File: config.mk
export PLATFORM = sky130hd
export DESIGN_NAME = packet_requester
export DESIGN_NICKNAME = d
export VERILOG_FILES = /design/src/rtl/noc_pkg.sv /design/src/rtl/flit_fifo.sv /design/src/rtl/packet_requester.sv
export SDC_FILE = /design/constraint.sdc
export NUM_CORES = 1
export LEC_CHECK = 0
export ABC_CLOCK_PERIOD_IN_PS = 3100
export CAP_MARGIN = 10
export CELL_PAD_IN_SITES_DETAIL_PLACEMENT = 0
export CELL_PAD_IN_SITES_GLOBAL_PLACEMENT = 1
export CORE_ASPECT_RATIO = 0.8
export CORE_MARGIN = 1.5
export CORE_UTILIZATION = 48
export CTS_BUF_LIST = sky130_fd_sc_hd__clkbuf_8
export CTS_CLUSTER_SIZE = 28
export DETAILED_ROUTE_END_ITERATION = 16
export PLACE_DENSITY_LB_ADDON = 0.1
export SKIP_LAST_GASP = 1
export SYNTH_ARGS = -nofsm -noshare
export SYNTH_HDL_FRONTEND = slang
export SYNTH_SLANG_ARGS = --single-unit
File: constraint.sdc
create_clock -name clk -period 3.1 [get_ports clk]
set_clock_uncertainty 0.2 [all_clocks]
set_input_delay 0.62 -clock clk [delete_from_list [all_inputs] [get_ports clk]]
set_output_delay 0.62 -clock clk [all_outputs]
set_load 0.005 [all_outputs]
File: src/rtl/noc_pkg.sv
// rtl/noc_pkg.sv - shared flit encodings, length width and requester state encoding
package noc_pkg;

  localparam int LEN_W = 12;

  localparam logic [2:0] HDR  = 3'b001;
  localparam logic [2:0] BODY = 3'b010;
  localparam logic [2:0] TAIL = 3'b100;

  typedef enum logic [1:0] {
    IDLE = 2'd0,
    REQ  = 2'd1,
    SEND = 2'd2,
    HOLD = 2'd3
  } req_state_t;

endpackage

File: src/rtl/flit_fifo.sv
// rtl/flit_fifo.sv - synchronous flit buffer with registered full/empty and a combinational head
module flit_fifo #(
  parameter int W     = 35,
  parameter int DEPTH = 4
) (
  input  logic         clk,
  input  logic         rst,
  input  logic         i_push,
  input  logic [W-1:0] i_data,
  input  logic         i_pop,
  output logic [W-1:0] o_head,
  output logic         o_full,
  output logic         o_empty
);

  localparam int AW = $clog2(DEPTH);

  logic [W-1:0] r_mem [DEPTH];
  logic [AW:0]  r_wptr;
  logic [AW:0]  r_rptr;
  logic         w_wr;
  logic         w_rd;

  assign w_wr    = i_push && !o_full;
  assign w_rd    = i_pop && !o_empty;
  // Extra pointer bit tells a wrapped (full) buffer apart from an empty one.
  assign o_empty = (r_wptr == r_rptr);
  assign o_full  = (r_wptr[AW] != r_rptr[AW]) && (r_wptr[AW-1:0] == r_rptr[AW-1:0]);
  assign o_head  = r_mem[r_rptr[AW-1:0]];

  always_ff @(posedge clk or posedge rst) begin
    if (rst) begin
      r_wptr <= '0;
      r_rptr <= '0;
    end else begin
      if (w_wr) r_wptr <= r_wptr + {{AW{1'b0}}, 1'b1};
      if (w_rd) r_rptr <= r_rptr + {{AW{1'b0}}, 1'b1};
    end
  end

  always_ff @(posedge clk) begin
    if (w_wr) r_mem[r_wptr[AW-1:0]] <= i_data;
  end

endmodule

File: src/rtl/packet_requester.sv
// rtl/packet_requester.sv - buffers flits, requests the arbiter per packet and forwards granted flits
module packet_requester
  import noc_pkg::*;
#(
  parameter int DATA_W = 32,
  parameter int DEPTH  = 4
) (
  input  logic              clk,
  input  logic              rst,
  input  logic              in_valid,
  output logic              in_ready,
  input  logic [2:0]        in_flit_id,
  input  logic [DATA_W-1:0] in_data,
  output logic              req,
  output logic [2:0]        flit_id,
  output logic [LEN_W-1:0]  length,
  input  logic              grant,
  output logic              out_valid,
  output logic [DATA_W-1:0] out_data,
  output logic [7:0]        preempt_cnt,
  output logic              err_proto
);

  req_state_t         r_state;
  req_state_t         w_state_nxt;
  logic [LEN_W-1:0]   r_length;
  logic [7:0]         r_preempt;
  logic               r_err;

  logic [DATA_W+2:0]  w_head;
  logic [2:0]         w_head_id;
  logic [DATA_W-1:0]  w_head_data;
  logic               w_full;
  logic               w_empty;
  logic               w_push;
  logic               w_pop;
  logic               w_err;
  logic               w_preempt;
  logic               w_len_load;

  assign in_ready    = !w_full && !rst;
  assign w_push      = in_valid && in_ready;
  assign w_head_id   = w_head[DATA_W+2:DATA_W];
  assign w_head_data = w_head[DATA_W-1:0];
  assign out_data    = w_head_data;
  assign length      = r_length;
  assign preempt_cnt = r_preempt;
  assign err_proto   = r_err;

  flit_fifo #(
    .W     (DATA_W + 3),
    .DEPTH (DEPTH)
  ) u_fifo (
    .clk     (clk),
    .rst     (rst),
    .i_push  (w_push),
    .i_data  ({in_flit_id, in_data}),
    .i_pop   (w_pop),
    .o_head  (w_head),
    .o_full  (w_full),
    .o_empty (w_empty)
  );

  always_comb begin
    w_state_nxt = r_state;
    w_pop       = 1'b0;
    w_err       = 1'b0;
    w_preempt   = 1'b0;
    w_len_load  = 1'b0;
    req         = (r_state != IDLE);
    flit_id     = (req && !w_empty) ? w_head_id : 3'b000;
    // A stray header mid-packet is never forwarded, so it must not raise out_valid.
    out_valid   = req && grant && !w_empty && (r_state != HOLD) &&
                  !((r_state == SEND) && (w_head_id == HDR));

    case (r_state)
      IDLE: begin
        if (!w_empty) begin
          if (w_head_id == HDR) begin
            w_state_nxt = REQ;
          end else begin
            w_pop = 1'b1;
            w_err = 1'b1;
          end
        end
      end
      REQ: begin
        if (out_valid) begin
          w_pop       = 1'b1;
          w_len_load  = 1'b1;
          w_state_nxt = SEND;
        end
      end
      SEND: begin
        if (!w_empty) begin
          if (w_head_id == HDR) begin
            w_err       = 1'b1;
            w_state_nxt = IDLE;
          end else if (!grant) begin
            w_preempt   = 1'b1;
            w_state_nxt = HOLD;
          end else begin
            w_pop = 1'b1;
            if (w_head_id == TAIL) w_state_nxt = IDLE;
          end
        end
      end
      HOLD: begin
        if (grant) w_state_nxt = SEND;
      end
      default: w_state_nxt = IDLE;
    endcase
  end

  always_ff @(posedge clk or posedge rst) begin
    if (rst) begin
      r_state   <= IDLE;
      r_length  <= '0;
      r_preempt <= '0;
      r_err     <= 1'b0;
    end else begin
      r_state <= w_state_nxt;
      if (w_len_load) r_length <= w_head_data[LEN_W-1:0];
      if (w_preempt && (r_preempt != 8'hFF)) r_preempt <= r_preempt + 8'd1;
      if (w_err) r_err <= 1'b1;
    end
  end

endmodule
==> summary.log, run 1 <==
qor: final_layout.nets_final 482
qor: floorplan.horiz_die_dim 133.8 um
qor: clock_tree.clkSlewWorstSetupHoldPaths 0.08 ns
qor: global_routing.grt_use_total 17.76%
qor: sta.setup-violations-final 0
qor: clock_tree.clk_path_buf_depth 2
qor: global_routing.grtUsageMet3 5.226%
qor: power_and_ir_drop.power_frac_clock 17.6%
qor: yosys.synth-async-reset-ratio 17.16%
qor: critical_path.crit_path_end_kind output pin
qor: power_and_ir_drop.combinationalPowerShare 39.5%
qor: floorplan.floorplan_die_height 107.6 um
qor: floorplan.floorplan.initialDensity 48.81%
qor: placed_design.gp_congestion 0.7522
qor: global_routing.first_global_vias 3355
qor: critical_path.cp_max_fo 5
qor: drt.drt-initial-drc-count 173
qor: final_layout.layout-area-overhead-vs-synth 26.39%
qor: yosys.synthSimpleGateAreaFrac 3.582%
qor: sta.timing.final.max_slew_violations 0
qor: power_and_ir_drop.power.static_leakage 0.002930 uW
qor: final_layout.layout-drive-gt1-share 22.67%
qor: clock_tree.cts_hold_repair.buffers 0
qor: yosys.netlist_top_cells_area sky130_fd_sc_hd__edfxtp_1 64%, sky130_fd_sc_hd__dfrtp_1 11%, sky130_fd_sc_hd__mux4_2 11%
qor: global_routing.grt-busiest-layer met2
qor: final_layout.n_antenna_cell 0
qor: yosys.synth_warnings 0
qor: yosys.yosys_most_used_dff sky130_fd_sc_hd__edfxtp_1
qor: drt.totalWireLength 11800 um
qor: yosys.mapped_area 6568 sq um
qor: yosys.syn-num-nets 353
qor: placed_design.post-dp-hpwl 7310 um
qor: power_and_ir_drop.switching_share 29.19%
qor: yosys.synth_sequential_area_ratio 75.06%
qor: job.drv_cap 0
qor: yosys.postSynthRegisterBits 169
qor: min_path.hp-class flop to flop
qor: sta.tns 0 ns
qor: power_and_ir_drop.seq_power_share 42.8%
qor: critical_path.crit_path_start_kind flop
qor: clock_tree.tritoncts_num_sinks 169
qor: clock_tree.cts_buffers 17
qor: yosys.yosysMostFrequentCell sky130_fd_sc_hd__edfxtp_1
qor: placed_design.place_inst 589
qor: global_routing.global_route.overflow_total 0
qor: sta.period_minus_slack 3.079 ns
qor: sta.min_period_over_period 99.32%
qor: yosys.synth_enable_flop_cells 140
qor: yosys.synth_mux_area_share 14.73%
qor: power_and_ir_drop.ir_worst_vdd 0.0004418 V
qor: final_layout.post_layout_utilization_of_the_core 61.69%
qor: drt.detail-route-antenna-nets 0
qor: global_routing.initial_antenna_violation_count 0
qor: critical_path.worstPathArrival 2.26 ns
qor: yosys.synth_compound_gate_area_share 1.715%
qor: power_and_ir_drop.switchingPower 2074 uW
qor: clock_tree.tritoncts yes
qor: clock_tree.htree_num_levels 4
qor: sta.maxSlewHeadroom 63.17%
qor: global_routing.grt_start_max_net_pins 32
qor: floorplan.design.core.area 13460 sq um
qor: drt.firstDrtPassIters 4
qor: drt.via_count 3259
qor: floorplan.placementRows 38
qor: yosys.syn-instance-count 308
qor: power_and_ir_drop.cellPowerDensity 856.1 nW/um^2
qor: placed_design.io_buffer_count 97
qor: global_routing.gr-usage-met1 25.13%
qor: yosys.synth.avg_cell_area 21.32 sq um
qor: drt.drc_errors 0
qor: yosys.yosys.area.top_type_share 64.01%
qor: final_layout.fin_cells 630
qor: outcome.outcome finished, final reports clean
qor: power_and_ir_drop.internal-power 5032 uW
qor: sta.finalHoldViolCount 0
qor: critical_path.critical_path_type flop to output pin
qor: sta.worst-slew-pin-transition 0.5495 ns
qor: yosys.synth_top_family_by_area multiplexers
qor: clock_tree.clkLatencyLatePin 0.44 ns
qor: yosys.synth_fa_ha_area_share 1.295%
qor: drt.drt-wirelength-per-cell 18.73 um
qor: floorplan.die_area 14400 sq um
qor: global_routing.grt_pass1_wl 18230 um
qor: floorplan.count_of_boundary_i_o_pins 98
qor: global_routing.global_route.usage.met2 26.33%
qor: yosys.post_synth_num_cell_types 45
qor: clock_tree.cell_at_the_root_of_the_clock_tree sky130_fd_sc_hd__clkbuf_8
qor: yosys.synth-xor-area-share 2.134%
qor: yosys.synth.top_cells.by_count 140 x sky130_fd_sc_hd__edfxtp_1, 32 x sky130_fd_sc_hd__mux4_2, 29 x sky130_fd_sc_hd__dfrtp_1
qor: sta.max_freq 324.8 MHz
qor: yosys.netlist.top_cell.by_area sky130_fd_sc_hd__edfxtp_1
qor: critical_path.crit_required 2.28 ns
qor: drt.vias_per_cell 5.173
qor: sta.setup_repair_after_global_routing_missed_its_margin true
==> through the flow <==
| stage | cell area (sq um) | setup WS [ns] | hold slack, ns | total power, uW |
|---|---|---|---|---|
| floorplan | 6573 | 0.3152 | 0.2678 | 4463 |
| global placement | 7875 | 0.2178 | 0.2682 | 5740 |
| detailed placement | 7875 | 0.2117 | 0.2651 | 5760 |
| CTS | 8275 | -0.07490 | 0.2854 | 7179 |
| global route | 8300 | -0.1040 | 0.3159 | 7530 |
| finish | 8300 | 0.02119 | 0.2844 | 7106 |
==> cell families (layout without fill, tap and decap cells) <==
logic type	count (synthesis)	count (layout)
muxes	50	50
AOI/OAI and AO/OA	13	13
buffers and inverters	18	160
and+or+nand+nor	35	35
xor gates and xnor gates	16	16
adders and majority gates	7	7
DFF	169	169
==> power by group through the flow <==
stage | clock network (uW) | logic (uW) | registers [uW]
2_1_floorplan | 0 | 1430 | 3040
5_1_grt | 1390 | 3050 | 3090
3_5_place_dp | 0 | 2670 | 3090
3_3_place_gp | 0 | 2660 | 3080
4_1_cts | 1300 | 2830 | 3040
6_report | 1250 | 2810 | 3040
==> layout by cell type (no fill, tap or decap), drive strengths merged, types with 2 or more instances in the layout <==
cell type / Yosys / final
xnor2: 2 / 2
dfrtp: 29 / 29
mux4: 35 / 35
xor2: 14 / 14
or3: 2 / 2
nor4: 3 / 3
nand3: 3 / 3
a2111oi: 2 / 2
buf: 8 / 24
and3: 5 / 5
edfxtp: 140 / 140
o21ai: 3 / 3
clkbuf: 3 / 18
and2: 4 / 4
nor2: 3 / 3
nor4b: 3 / 3
ha: 6 / 6
mux2: 14 / 14
clkdlybuf4s50: 0 / 94
clkinv: 0 / 11
nor3: 4 / 4
a211oi: 2 / 2
nand2: 2 / 2
inv: 7 / 11
==> area by class of cell <==
class	instances	area (sq um)
multi-input combinational	121	1567
clock buffer	17	234.0
fill	975	5155
sequential	169	4932
inverter	7	26.28
timing repair buffer	121	1241
tap	180	225.2
clock inverter	15	75.07
==> worst max-delay path, cell delays in order (launching register included) <==
cell	delay, ns
sky130_fd_sc_hd__dfrtp_2	0.43
sky130_fd_sc_hd__buf_4	0.13
sky130_fd_sc_hd__mux4_2	0.55
sky130_fd_sc_hd__or2b_1	0.26
sky130_fd_sc_hd__o211ai_1	0.22
sky130_fd_sc_hd__a211oi_2	0.10
sky130_fd_sc_hd__clkbuf_2	0.13
==> sequential cells by signal (all words and copies together) (netlist names) <==
name,count
r_state,2
err_proto,1
u_fifo.r_wptr,3
preempt_cnt,8
length,12
u_fifo.r_mem,140
u_fifo.r_rptr,3
==> metal layers <==
layer,wire [um],part of all wire (%),vias to the layer above
met4,103,0.87,0
met3,532,4.5,7
met5,0,0,-
li1,-,-,1503
met2,5696,48,82
met1,5469,46,1667
==> final timing paths <==
check / startpoint / end / slack (ns) / cells past startpoint
worst max-delay path: u_fifo.r_rptr[0]$_DFFE_PP0P_ / out_valid / 0.02 / 6
max in group asynchronous: rst / u_fifo.r_rptr[1]$_DFFE_PP0P_ / 1.92 / 3
min in group asynchronous: rst / preempt_cnt[0]$_DFFE_PP0P_ / 0.45 / 3
worst min-delay path: err_proto$_DFFE_PP0P_ / err_proto$_DFFE_PP0P_ / 0.28 / 1
worst max register to register: u_fifo.r_rptr[0]$_DFFE_PP0P_ / preempt_cnt[1]$_DFFE_PP0P_ / 0.56 / 7
worst min register to register: err_proto$_DFFE_PP0P_ / err_proto$_DFFE_PP0P_ / 0.28 / 1
==> timing repair <==
action / 4_1_cts / 5_1_grt
endpoints found under the setup margin: 24 / 20
gates resized for setup: 6 / 8
pin swaps: 2 / 2
buffers inserted: 6 / 2
hold endpoints to repair: 0 / 0
gates cloned: 1 / 0
No activity file was read; power rests on OpenSTA's default activity.
==> run 2: changes to the inputs <==
--- a/config.mk
+++ b/config.mk
@@ -5,7 +5,6 @@
 export SDC_FILE = /design/constraint.sdc
 export NUM_CORES = 1
 export LEC_CHECK = 0
-export ABC_CLOCK_PERIOD_IN_PS = 3100
 export CAP_MARGIN = 10
 export CELL_PAD_IN_SITES_DETAIL_PLACEMENT = 0
 export CELL_PAD_IN_SITES_GLOBAL_PLACEMENT = 1
==> results of run 2 <==
Final layout, timing and power as in run 1 (identical DEF).
